--- config.mk ---
export PLATFORM = sky130hd
export DESIGN_NAME = h80bus_arbiter_flat
export DESIGN_NICKNAME = d
export VERILOG_FILES = /design/src/rtl/h80bus_arbiter_if.sv /design/src/rtl/h80bus_arbiter.sv /design/src/flat_wrapper.sv
export SDC_FILE = /design/constraint.sdc
export NUM_CORES = 1
export LEC_CHECK = 0
export CAP_MARGIN = 0
export CELL_PAD_IN_SITES_DETAIL_PLACEMENT = 1
export CELL_PAD_IN_SITES_GLOBAL_PLACEMENT = 1
export CORE_ASPECT_RATIO = 1.75
export CORE_MARGIN = 5
export CORE_UTILIZATION = 12
export DETAILED_ROUTE_END_ITERATION = 10
export GPL_TIMING_DRIVEN = 0
export PLACE_DENSITY_LB_ADDON = 0.1
export SLEW_MARGIN = 20
export SYNTH_ARGS = -nofsm -noshare
export SYNTH_HDL_FRONTEND = slang
export SYNTH_SLANG_ARGS = --single-unit
--- constraint.sdc ---
create_clock -name clk -period 1.8 [get_ports clk]
set_input_delay 0.36 -clock clk [delete_from_list [all_inputs] [get_ports clk]]
set_output_delay 0.36 -clock clk [all_outputs]
set_load 0.005 [all_outputs]
--- src/rtl/h80bus_arbiter_if.sv ---
// ---------------------------------------------------------------------------
// h80bus_arbiter_if
// Bundles the two requester ports, the shared memory port and the arbiter
// status outputs of the h80bus arbiter.
//
// Modports
//   master : the arbiter's view. It takes the requester requests and the
//            memory responses, and drives the memory port, the read data and
//            stalls back to the requesters, the grant vector and timeout_err.
//   slave  : the surrounding system's view (requesters plus memory), i.e. the
//            mirror image of master.
//
// Signals (N = 0,1)
//   mN_ce_n, mN_addr, mN_cmd, mN_wdata : requester N request, active-low ce_n
//   mN_rdata, mN_wait_n                : read data and active-low stall to N
//   s_ce_n, s_addr, s_cmd, s_wdata     : memory request
//   s_rdata, s_wait_n                  : memory read data and active-low stall
//   gnt                                : one-hot grant, bit N = N owns the bus
//   timeout_err                        : one-cycle watchdog abort pulse
// ---------------------------------------------------------------------------
interface h80bus_arbiter_if #(
    parameter int BUS_ADDR_WIDTH = 16,
    parameter int BUS_CMD_WIDTH  = 3,
    parameter int BUS_DATA_WIDTH = 16
);
    logic                      m0_ce_n;
    logic [BUS_ADDR_WIDTH-1:0] m0_addr;
    logic [BUS_CMD_WIDTH-1:0]  m0_cmd;
    logic [BUS_DATA_WIDTH-1:0] m0_wdata;
    logic [BUS_DATA_WIDTH-1:0] m0_rdata;
    logic                      m0_wait_n;

    logic                      m1_ce_n;
    logic [BUS_ADDR_WIDTH-1:0] m1_addr;
    logic [BUS_CMD_WIDTH-1:0]  m1_cmd;
    logic [BUS_DATA_WIDTH-1:0] m1_wdata;
    logic [BUS_DATA_WIDTH-1:0] m1_rdata;
    logic                      m1_wait_n;

    logic                      s_ce_n;
    logic [BUS_ADDR_WIDTH-1:0] s_addr;
    logic [BUS_CMD_WIDTH-1:0]  s_cmd;
    logic [BUS_DATA_WIDTH-1:0] s_wdata;
    logic [BUS_DATA_WIDTH-1:0] s_rdata;
    logic                      s_wait_n;

    logic [1:0]                gnt;
    logic                      timeout_err;

    modport master (
        input  m0_ce_n, m0_addr, m0_cmd, m0_wdata,
        input  m1_ce_n, m1_addr, m1_cmd, m1_wdata,
        input  s_rdata, s_wait_n,
        output m0_rdata, m0_wait_n,
        output m1_rdata, m1_wait_n,
        output s_ce_n, s_addr, s_cmd, s_wdata,
        output gnt, timeout_err
    );

    modport slave (
        output m0_ce_n, m0_addr, m0_cmd, m0_wdata,
        output m1_ce_n, m1_addr, m1_cmd, m1_wdata,
        output s_rdata, s_wait_n,
        input  m0_rdata, m0_wait_n,
        input  m1_rdata, m1_wait_n,
        input  s_ce_n, s_addr, s_cmd, s_wdata,
        input  gnt, timeout_err
    );
endinterface

--- src/rtl/h80bus_arbiter.sv ---
// ---------------------------------------------------------------------------
// h80bus_arbiter
// Two-requester round-robin arbiter in front of a single h80bus memory.
// The granted requester is connected combinationally to the memory port;
// the other requester is stalled for as long as it requests.
//
// Ports
//   clk      : sole clock, rising edge
//   reset_n  : asynchronous active-low reset
//   bus      : h80bus_arbiter_if.master (requesters, memory port, gnt,
//              timeout_err)
//
// Parameters
//   BUS_ADDR_WIDTH / BUS_CMD_WIDTH / BUS_DATA_WIDTH : bus field widths
//   TIMEOUT_CYCLES : stall-cycle limit for the optional watchdog
//
// Build option
//   H80BUS_ARB_WATCHDOG_EN : when defined, a watchdog forces completion of a
//   transaction whose memory stall has lasted TIMEOUT_CYCLES cycles and pulses
//   timeout_err. When undefined, timeout_err is tied low and a permanently
//   low s_wait_n stalls the bus indefinitely.
//
// States
//   IDLE | nobody owns the bus, memory port parked (ce_n high, fields zero)
//   GNT0 | requester 0 owns the bus
//   GNT1 | requester 1 owns the bus
// ---------------------------------------------------------------------------
module h80bus_arbiter #(
    parameter int BUS_ADDR_WIDTH = 16,
    parameter int BUS_CMD_WIDTH  = 3,
    parameter int BUS_DATA_WIDTH = 16,
    parameter int TIMEOUT_CYCLES = 255
) (
    input  logic             clk,
    input  logic             reset_n,
    h80bus_arbiter_if.master bus
);

    typedef enum logic [1:0] {
        IDLE = 2'd0,
        GNT0 = 2'd1,
        GNT1 = 2'd2
    } state_t;

    state_t r_state;
    state_t w_next;
    logic   r_lg;          // last requester granted; 1 after reset so 0 wins first tie

    logic   w_req0;
    logic   w_req1;
    logic   w_cur_req;     // owner is still requesting
    logic   w_other_req;   // the non-owner is requesting
    logic   w_timeout;
    logic   w_done;        // owner's transaction completes on this edge

    // Round-robin pick: a tie goes to the requester that was not granted last.
    function automatic state_t f_arbitrate(input logic req0, input logic req1,
                                           input logic lg);
        state_t pick;
        if (req0 && req1) begin
            pick = lg ? GNT0 : GNT1;
        end else if (req0) begin
            pick = GNT0;
        end else if (req1) begin
            pick = GNT1;
        end else begin
            pick = IDLE;
        end
        return pick;
    endfunction

    assign w_req0 = ~bus.m0_ce_n;
    assign w_req1 = ~bus.m1_ce_n;

    always_comb begin
        w_cur_req   = 1'b0;
        w_other_req = 1'b0;
        case (r_state)
            GNT0: begin
                w_cur_req   = w_req0;
                w_other_req = w_req1;
            end
            GNT1: begin
                w_cur_req   = w_req1;
                w_other_req = w_req0;
            end
            default: begin
                w_cur_req   = 1'b0;
                w_other_req = 1'b0;
            end
        endcase
    end

    // A timeout counts as a completion: the owner is released exactly as if
    // the memory had answered.
    assign w_done = w_cur_req & (bus.s_wait_n | w_timeout);

`ifdef H80BUS_ARB_WATCHDOG_EN
    localparam int WD_W = ($clog2(TIMEOUT_CYCLES + 1) > 8) ?
                          $clog2(TIMEOUT_CYCLES + 1) : 8;

    logic            w_stall;
    logic [WD_W-1:0] r_wd_cnt;

    // Counts consecutive owner cycles spent waiting on the memory. The cycle
    // in which the count has reached the limit is the forced-completion cycle.
    assign w_stall   = w_cur_req & ~bus.s_wait_n;
    assign w_timeout = w_stall && (r_wd_cnt == WD_W'(TIMEOUT_CYCLES));

    always_ff @(posedge clk or negedge reset_n) begin
        if (!reset_n) begin
            r_wd_cnt <= '0;
        end else if (w_stall && !w_timeout) begin
            r_wd_cnt <= r_wd_cnt + 1'b1;
        end else begin
            r_wd_cnt <= '0;
        end
    end
`else
    logic w_unused_timeout_cfg;

    assign w_timeout            = 1'b0;
    assign w_unused_timeout_cfg = (TIMEOUT_CYCLES == 0);
`endif

    // Next-state logic.
    always_comb begin
        w_next = r_state;
        case (r_state)
            IDLE: begin
                w_next = f_arbitrate(w_req0, w_req1, r_lg);
            end
            GNT0, GNT1: begin
                if (!w_cur_req) begin
                    // Owner withdrew before completing: re-arbitrate with the
                    // current owner counted as last granted.
                    w_next = f_arbitrate(w_req0, w_req1, (r_state == GNT1));
                end else if (w_done && w_other_req) begin
                    w_next = (r_state == GNT0) ? GNT1 : GNT0;
                end else begin
                    w_next = r_state;
                end
            end
            default: begin
                w_next = IDLE;
            end
        endcase
    end

    always_ff @(posedge clk or negedge reset_n) begin
        if (!reset_n) begin
            r_state <= IDLE;
            r_lg    <= 1'b1;
        end else begin
            r_state <= w_next;
            if (w_next == GNT0) begin
                r_lg <= 1'b0;
            end else if (w_next == GNT1) begin
                r_lg <= 1'b1;
            end
        end
    end

    assign bus.gnt         = {(r_state == GNT1), (r_state == GNT0)};
    assign bus.timeout_err = w_timeout;

    // Bus steering. A requester that is not the owner sees its own ce_n echoed
    // on wait_n, so it stalls only while it is actually asking.
    always_comb begin
        bus.s_ce_n    = 1'b1;
        bus.s_addr    = '0;
        bus.s_cmd     = '0;
        bus.s_wdata   = '0;
        bus.m0_rdata  = '0;
        bus.m1_rdata  = '0;
        bus.m0_wait_n = bus.m0_ce_n;
        bus.m1_wait_n = bus.m1_ce_n;
        case (r_state)
            GNT0: begin
                bus.s_ce_n    = bus.m0_ce_n;
                bus.s_addr    = bus.m0_addr;
                bus.s_cmd     = bus.m0_cmd;
                bus.s_wdata   = bus.m0_wdata;
                bus.m0_wait_n = bus.s_wait_n | w_timeout;
                bus.m0_rdata  = w_timeout ? '0 : bus.s_rdata;
            end
            GNT1: begin
                bus.s_ce_n    = bus.m1_ce_n;
                bus.s_addr    = bus.m1_addr;
                bus.s_cmd     = bus.m1_cmd;
                bus.s_wdata   = bus.m1_wdata;
                bus.m1_wait_n = bus.s_wait_n | w_timeout;
                bus.m1_rdata  = w_timeout ? '0 : bus.s_rdata;
            end
            default: begin
                bus.s_ce_n = 1'b1;
            end
        endcase
    end

endmodule

--- src/flat_wrapper.sv ---
// flat-port wrapper written by rule: the top's interface ports become plain ports
module h80bus_arbiter_flat 
#(
    parameter int BUS_ADDR_WIDTH = 16,
    parameter int BUS_CMD_WIDTH  = 3,
    parameter int BUS_DATA_WIDTH = 16,
    parameter int TIMEOUT_CYCLES = 255
)
  (clk, reset_n, bus_m0_ce_n, bus_m0_addr, bus_m0_cmd, bus_m0_wdata, bus_m1_ce_n, bus_m1_addr, bus_m1_cmd, bus_m1_wdata, bus_s_rdata, bus_s_wait_n, bus_m0_rdata, bus_m0_wait_n, bus_m1_rdata, bus_m1_wait_n, bus_s_ce_n, bus_s_addr, bus_s_cmd, bus_s_wdata, bus_gnt, bus_timeout_err);
  h80bus_arbiter_if #(.BUS_ADDR_WIDTH(BUS_ADDR_WIDTH), .BUS_CMD_WIDTH(BUS_CMD_WIDTH), .BUS_DATA_WIDTH(BUS_DATA_WIDTH)) bus_i ();
  input  logic clk;
  input  logic reset_n;
  input wire logic [$bits(bus_i.m0_ce_n)-1:0] bus_m0_ce_n;
  input wire logic [$bits(bus_i.m0_addr)-1:0] bus_m0_addr;
  input wire logic [$bits(bus_i.m0_cmd)-1:0] bus_m0_cmd;
  input wire logic [$bits(bus_i.m0_wdata)-1:0] bus_m0_wdata;
  input wire logic [$bits(bus_i.m1_ce_n)-1:0] bus_m1_ce_n;
  input wire logic [$bits(bus_i.m1_addr)-1:0] bus_m1_addr;
  input wire logic [$bits(bus_i.m1_cmd)-1:0] bus_m1_cmd;
  input wire logic [$bits(bus_i.m1_wdata)-1:0] bus_m1_wdata;
  input wire logic [$bits(bus_i.s_rdata)-1:0] bus_s_rdata;
  input wire logic [$bits(bus_i.s_wait_n)-1:0] bus_s_wait_n;
  output wire logic [$bits(bus_i.m0_rdata)-1:0] bus_m0_rdata;
  output wire logic [$bits(bus_i.m0_wait_n)-1:0] bus_m0_wait_n;
  output wire logic [$bits(bus_i.m1_rdata)-1:0] bus_m1_rdata;
  output wire logic [$bits(bus_i.m1_wait_n)-1:0] bus_m1_wait_n;
  output wire logic [$bits(bus_i.s_ce_n)-1:0] bus_s_ce_n;
  output wire logic [$bits(bus_i.s_addr)-1:0] bus_s_addr;
  output wire logic [$bits(bus_i.s_cmd)-1:0] bus_s_cmd;
  output wire logic [$bits(bus_i.s_wdata)-1:0] bus_s_wdata;
  output wire logic [$bits(bus_i.gnt)-1:0] bus_gnt;
  output wire logic [$bits(bus_i.timeout_err)-1:0] bus_timeout_err;
  assign bus_i.m0_ce_n = bus_m0_ce_n;
  assign bus_i.m0_addr = bus_m0_addr;
  assign bus_i.m0_cmd = bus_m0_cmd;
  assign bus_i.m0_wdata = bus_m0_wdata;
  assign bus_i.m1_ce_n = bus_m1_ce_n;
  assign bus_i.m1_addr = bus_m1_addr;
  assign bus_i.m1_cmd = bus_m1_cmd;
  assign bus_i.m1_wdata = bus_m1_wdata;
  assign bus_i.s_rdata = bus_s_rdata;
  assign bus_i.s_wait_n = bus_s_wait_n;
  assign bus_m0_rdata = bus_i.m0_rdata;
  assign bus_m0_wait_n = bus_i.m0_wait_n;
  assign bus_m1_rdata = bus_i.m1_rdata;
  assign bus_m1_wait_n = bus_i.m1_wait_n;
  assign bus_s_ce_n = bus_i.s_ce_n;
  assign bus_s_addr = bus_i.s_addr;
  assign bus_s_cmd = bus_i.s_cmd;
  assign bus_s_wdata = bus_i.s_wdata;
  assign bus_gnt = bus_i.gnt;
  assign bus_timeout_err = bus_i.timeout_err;
  h80bus_arbiter #(.BUS_ADDR_WIDTH(BUS_ADDR_WIDTH), .BUS_CMD_WIDTH(BUS_CMD_WIDTH), .BUS_DATA_WIDTH(BUS_DATA_WIDTH), .TIMEOUT_CYCLES(TIMEOUT_CYCLES)) u_core (.clk(clk), .reset_n(reset_n), .bus(bus_i));
endmodule
==> results.ini, run 1 <==
[global_routing]
grt_pass1_vias = 2129
grt_start_max_net_pins = 11
grt-ovfl-total = 0
antenna_found_initial = 0
grtUsageTotal = 0.150
grt_pass1_wl_mm = 12.5

[routing]
drt_wl_total_mm = 9.10
route.detailed.drc = 0
vias = 2022
drt-initial-drc-count = 24
routedWlPerCell_um = 18.8
ant_nets = 0
viasPerCell = 4.18
firstDrtPassIters = 2

[final_layout]
nets = 461
syn_to_final_growth_pct = 257
drive_gt1_frac = 0.610
final_common_cell = clkdlybuf4s50_1
multi_input_area_um2 = 1340
insertedDiodeCount = 0
layout.area.seq_um2 = 78.8
fin_area_um2 = 3860
n_fill_cell = 1018
instances_no_fill = 484
final_cell_mix = clkdlybuf4s50_1, buf_6, a22oi_2, buf_2, and2_4

[cts]
ctsHoldBuffers = 0
clkSinkCount = 3
clkLatencyLatePin_ps = 230
cts_tree = yes
cts-root-buf = clkbuf_16
htreeDepth = 1
cts.path.max_buffers = 2
clk_pin_slew_ps = 30
numCtsBuffers = 3

[placed_design]
place.gp.congestion = 0.741
place_area_um2 = 2890
dpl.cell_count = 444
hpwl_mm = 6.85
io_buffers = 162

[floorplan]
rows = 46
coreArea_um2 = 8920
ios = 164
start_util = 0.121
die_area_um2 = 11100
dieWidth_um = 81.8
dieHeight_um = 136

[timing]
timing.hold.ws_ps = 323
clock.fmax_mhz = 500
drv_slew = 0
skew_ps = 0.419
period_share = 1.11
fin_crit_ps = 2000
worst_slack_ps = -201
finalHoldViolCount = 0
rsz0062_at_grt = true
setup_viol = 70

[power]
peakVddDrop_mv = 0.878
power_density_nw_per_um2 = 1390
p_leak_nw = 1.63

[min_path]
hp-class = input pin to asynchronous set/reset pin

[yosys]
avgSynthCellArea_um2 = 6.67
syn-num-nets = 258
syn_area_um2 = 1080
syn_inst = 162
yosys.cell_types.count = 25
synth_seq_cells = 3
ys_warn_count = 0
ys_seq_area_frac = 0.0706

[outcome]
violations = setup timing
outcome = complete, but fails checks

[worst_setup_path]
worst_ep_required_time_ps = 1440
crit_path_end_kind = output pin
path_class = flip-flop to output pin
cp_max_fo = 8
cp-start-kind = flip-flop
crit_arrival_ps = 1640

[job]
cap_violations = 0

## metrics by stage
| step | power [mW] | setup slack (ps) | TNS [ps] | util |
|---|---|---|---|---|
| floorplan | 1.46 | 2.59 | 0 | - |
| global placement | 3.01 | -752 | -38850 | 0.324 |
| detailed placement | 3.03 | -783 | -40420 | 0.324 |
| CTS | 4.78 | -209 | -8750 | 0.396 |
| global route | 5.69 | -259 | -10700 | 0.432 |
| finish | 5.35 | -201 | -7460 | 0.432 |
## flip-flops by register name (all words and copies together) (netlist names)
signal and cells:
u_core.r_state 2, u_core.r_lg 1
## critical path, cell delays in order, from the launching register on
cell       delay (ps)
dfrtp_2           400
inv_2              70
ha_4              170
buf_12            140
buf_12            140
clkbuf_16         150
a22oi_2           170
nor2b_4            60
buf_6             110
## final timing paths
| kind | startpoint | to | slack (ps) | cells after the start |
|---|---|---|---|---|
| min in group clk | u_core.r_lg | u_core.r_lg | 510 | 2 |
| hold reg to reg | u_core.r_lg | u_core.r_lg | 510 | 2 |
| setup / recovery | u_core.r_state[1] | bus_s_wdata[2] | -200 | 8 |
| max in group asynchronous | reset_n | u_core.r_lg | 1250 | 1 |
| setup reg to reg | u_core.r_state[1] | u_core.r_lg | -170 | 9 |
| hold / removal | reset_n | u_core.r_state[1] | 320 | 1 |
## synthesized netlist by cell type, drive strengths merged
library cell  count  area share
nand3             1      0.0046
nand2             6       0.021
buf               9       0.044
inv               6       0.021
clkbuf            8       0.029
nor2b            35        0.20
nor2              3       0.010
o22ai             1      0.0058
dfstp             1       0.024
o21a              1      0.0069
and2             32        0.19
o211ai            2       0.014
a22oi            36        0.25
o2111ai           1      0.0081
conb              1      0.0035
dfrtp             2       0.046
mux2i             1      0.0093
o31a              1      0.0081
a21oi             4       0.019
ha                5       0.058
or3               1      0.0058
o21ai             4       0.019
nand2b            1      0.0058
## routing by layer
metal	vias to the layer above	wire length (um)	GRT usage
met1	968	2690	0.134
li1	977	-	-
met5	-	0	0
met4	0	123	0.0314
met2	71	5730	0.329
met3	6	556	0.0200
## final cells by class
cell class                      instances  area share
Multi-Input combinational cell        136       0.347
Clock buffer                            4      0.0204
Timing Repair Buffer                  202       0.512
Buffer                                 13      0.0548
Inverter                                6     0.00649
Tap cell                              120      0.0389
Sequential cell                         3      0.0204
## repair_timing
action,in CTS,in global routing
pin swaps,19,18
resized for setup,417,82
gates cloned,8,2
endpoints found under the setup margin,72,71
setup buffers,26,9
## power by group
group	internal, mW	switching, mW	leakage [nW]	total (mW)
Sequential	0.106	0.0375	0.0335	0.144
Clock	0.293	0.0650	0.0382	0.358
Combinational	2.98	1.87	1.56	4.85
## kinds of logic (layout without fill, tap and decap cells)
family | count (synthesis) | after routing | share of synthesized area
and+or+nand+nor | 79 | 79 | 0.435
AOI/OAI and AO/OA | 50 | 50 | 0.330
buffers and inverters | 23 | 225 | 0.0938
adders and majority gates | 5 | 5 | 0.0579
DFF | 3 | 3 | 0.0706
other | 1 | 1 | 0.00347
muxes | 1 | 1 | 0.00926
Power figures use the tool's default switching activity.
==> run 2, diff against run 1 <==
--- a/config.mk
+++ b/config.mk
@@ -10,8 +10,9 @@
 export CELL_PAD_IN_SITES_GLOBAL_PLACEMENT = 1
 export CORE_ASPECT_RATIO = 1.75
 export CORE_MARGIN = 5
-export CORE_UTILIZATION = 12
+export CORE_UTILIZATION = 32
 export DETAILED_ROUTE_END_ITERATION = 10
+export DONT_BUFFER_PORTS = 1
 export GPL_TIMING_DRIVEN = 0
 export PLACE_DENSITY_LB_ADDON = 0.1
 export SLEW_MARGIN = 20
==> results.ini, run 2 (synthesized netlist as in run 1, its figures left out) <==
[floorplan]
rows = 28  ; was 46
start_util = 0.325  ; was 0.121
dieHeight_um = 86.9  ; was 136 um
die_area_um2 = 4690  ; was 11100 um2
coreArea_um2 = 3330  ; was 8920 um2
dieWidth_um = 53.9  ; was 81.8 um
ios = 164  ; unchanged

[worst_setup_path]
crit_arrival_ps = 1520  ; was 1640 ps
cp-start-kind = flip-flop  ; unchanged
cp_max_fo = 8  ; unchanged
path_class = flip-flop to output pin  ; unchanged
crit_path_end_kind = output pin  ; unchanged
worst_ep_required_time_ps = 1440  ; about the same

[min_path]
hp-class = input pin to asynchronous set/reset pin  ; unchanged

[timing]
fin_crit_ps = 1880  ; was 2000 ps
skew_ps = 0.112  ; was 0.419 ps
rsz0062_at_grt = true  ; unchanged
period_share = 1.05  ; was 1.11
worst_slack_ps = -83.9  ; was -201 ps
finalHoldViolCount = 0  ; unchanged
clock.fmax_mhz = 531  ; was 500 MHz
drv_slew = 0  ; unchanged
setup_viol = 24  ; was 70

[placed_design]
place.gp.congestion = 0.806  ; was 0.741
pre_cts_ws_ps = -361  ; was -783 ps
hpwl_mm = 4.21  ; was 6.85 mm
io_buffers = 0  ; was 162
place_area_um2 = 1170  ; was 2890 um2

[cts]
cts-root-buf = clkbuf_8  ; was clkbuf_16
clk_pin_slew_ps = 30  ; about the same
clkSinkCount = 3  ; unchanged
numCtsBuffers = 3  ; unchanged
cts.path.max_buffers = 2  ; unchanged
htreeDepth = 1  ; unchanged
cts_tree = yes  ; unchanged
clkLatencyLatePin_ps = 210  ; was 230 ps

[final_layout]
insertedDiodeCount = 0  ; unchanged
largest_reg_flops = 2  ; unchanged
multi_input_area_um2 = 1140  ; was 1340 um2
syn_to_final_growth_pct = 53.0  ; was 257%
fin_area_um2 = 1650  ; was 3860 um2
regMostFlops = u_core.r_state  ; unchanged
top_regs = u_core.r_state x2, u_core.r_lg x1  ; unchanged
nets = 272  ; was 461
n_fill_cell = 393  ; was 1018
drive_gt1_frac = 0.451  ; was 0.610
final_common_cell = and2_1  ; was clkdlybuf4s50_1
final_cell_mix = and2_1, a22oi_1, nor2b_1, a22oi_2, nor2b_2  ; was clkdlybuf4s50_1, buf_6, a22oi_2, buf_2, and2_4
layout.area.seq_um2 = 78.8  ; unchanged

[power]
peakVddDrop_mv = 1.02  ; was 0.878 mV
p_total_mw = 2.85  ; was 5.35 mW
p_leak_nw = 0.591  ; was 1.63 nW
power_density_nw_per_um2 = 1720  ; was 1390 nW/um2

[global_routing]
antenna_found_initial = 0  ; unchanged
grt_start_max_net_pins = 11  ; unchanged
grtUsageTotal = 0.204  ; was 0.150
grt_pass1_vias = 1441  ; was 2129
grt_pass1_wl_mm = 7.27  ; was 12.5 mm
grt-ovfl-total = 0  ; unchanged

[routing]
firstDrtPassIters = 3  ; was 2
route.detailed.drc = 0  ; unchanged
viasPerCell = 5.92  ; was 4.18
ant_nets = 0  ; unchanged
drt_wl_total_mm = 5.11  ; was 9.10 mm
vias = 1303  ; was 2022
routedWlPerCell_um = 23.2  ; was 18.8 um
drt-initial-drc-count = 15  ; was 24

[job]
cap_violations = 0  ; unchanged

[outcome]
outcome = complete, but fails checks  ; unchanged
violations = setup timing  ; unchanged

[run 2: cell types whose count changed in the layout (fill, tap and decap cells not counted), sizes merged]
cell	delta
dlygate4sd3	+1
clkdlybuf4s50	-89
clkbuf	-1
buf	-97
dlygate4sd2	-3
[run 2: final cells by class]
class,count,area share
well taps,45,0.0340
clock buffers,4,0.0272
flip-flops and latches,3,0.0477
inverters,6,0.0166
plain buffers,16,0.113
multi-input cells,136,0.691
repair buffers,10,0.0696
[run 2: where the power goes]
| group | switching (mW) | leakage, nW | total (mW) | internal (mW) |
|---|---|---|---|---|
| logic | 1.19 | 0.535 | 2.51 | 1.32 |
| registers | 0.0409 | 0.0335 | 0.147 | 0.107 |
| clock network | 0.0411 | 0.0228 | 0.192 | 0.151 |
| total | 1.27 | 0.591 | 2.85 | 1.58 |
[run 2: final timing paths]
check                                   from                 to  slack (ps)  depth (start not counted)
setup / recovery           u_core.r_state[0]      bus_s_addr[7]         -80                          7
hold / removal                       reset_n  u_core.r_state[1]         400                          1
setup reg to reg           u_core.r_state[1]        u_core.r_lg         -60                          9
hold reg to reg                  u_core.r_lg        u_core.r_lg         510                          2
max in group asynchronous            reset_n        u_core.r_lg        1170                          1
min in group clk                 bus_m0_ce_n  u_core.r_state[1]         420                          2
[run 2: per-layer routing]
| layer | wire length, um | share of wire | track usage |
|---|---|---|---|
| met5 | 0 | 0 | 0 |
| met3 | 500 | 0.098 | 0.0497 |
| met2 | 2900 | 0.57 | 0.377 |
| met4 | 125 | 0.024 | 0.0884 |
| met1 | 1580 | 0.31 | 0.202 |
[run 2: worst max-delay path: stages (launching register included)]
cell       delay (ps)
dfrtp_2           410
inv_4              60
ha_4              180
buf_12            140
buf_12            120
clkbuf_16         150
a22oi_2           170
nor2b_4            70
[run 2: what timing repair did]
action / 4_1_cts / 5_1_grt
endpoints found under the hold margin: 3 / 0
pin swaps: 6 / 8
resized for setup: 61 / 36
setup buffers: 5 / 3
endpoints found under the setup margin: 71 / 59
hold buffers: 1 / 0
gates cloned: 0 / 1
[run 2: metrics by stage]
step / std cells / setup TNS, ps / hold slack [ps] / util
finish: 220 / -735 / 405 / 0.497
detailed placement: 207 / -5970 / 64.6 / 0.353
floorplan: 162 / 0 / 64.4 / -
global placement: 207 / -3900 / 64.5 / 0.353
CTS: 217 / -227 / 384 / 0.445
global route: 220 / -2830 / 403 / 0.497
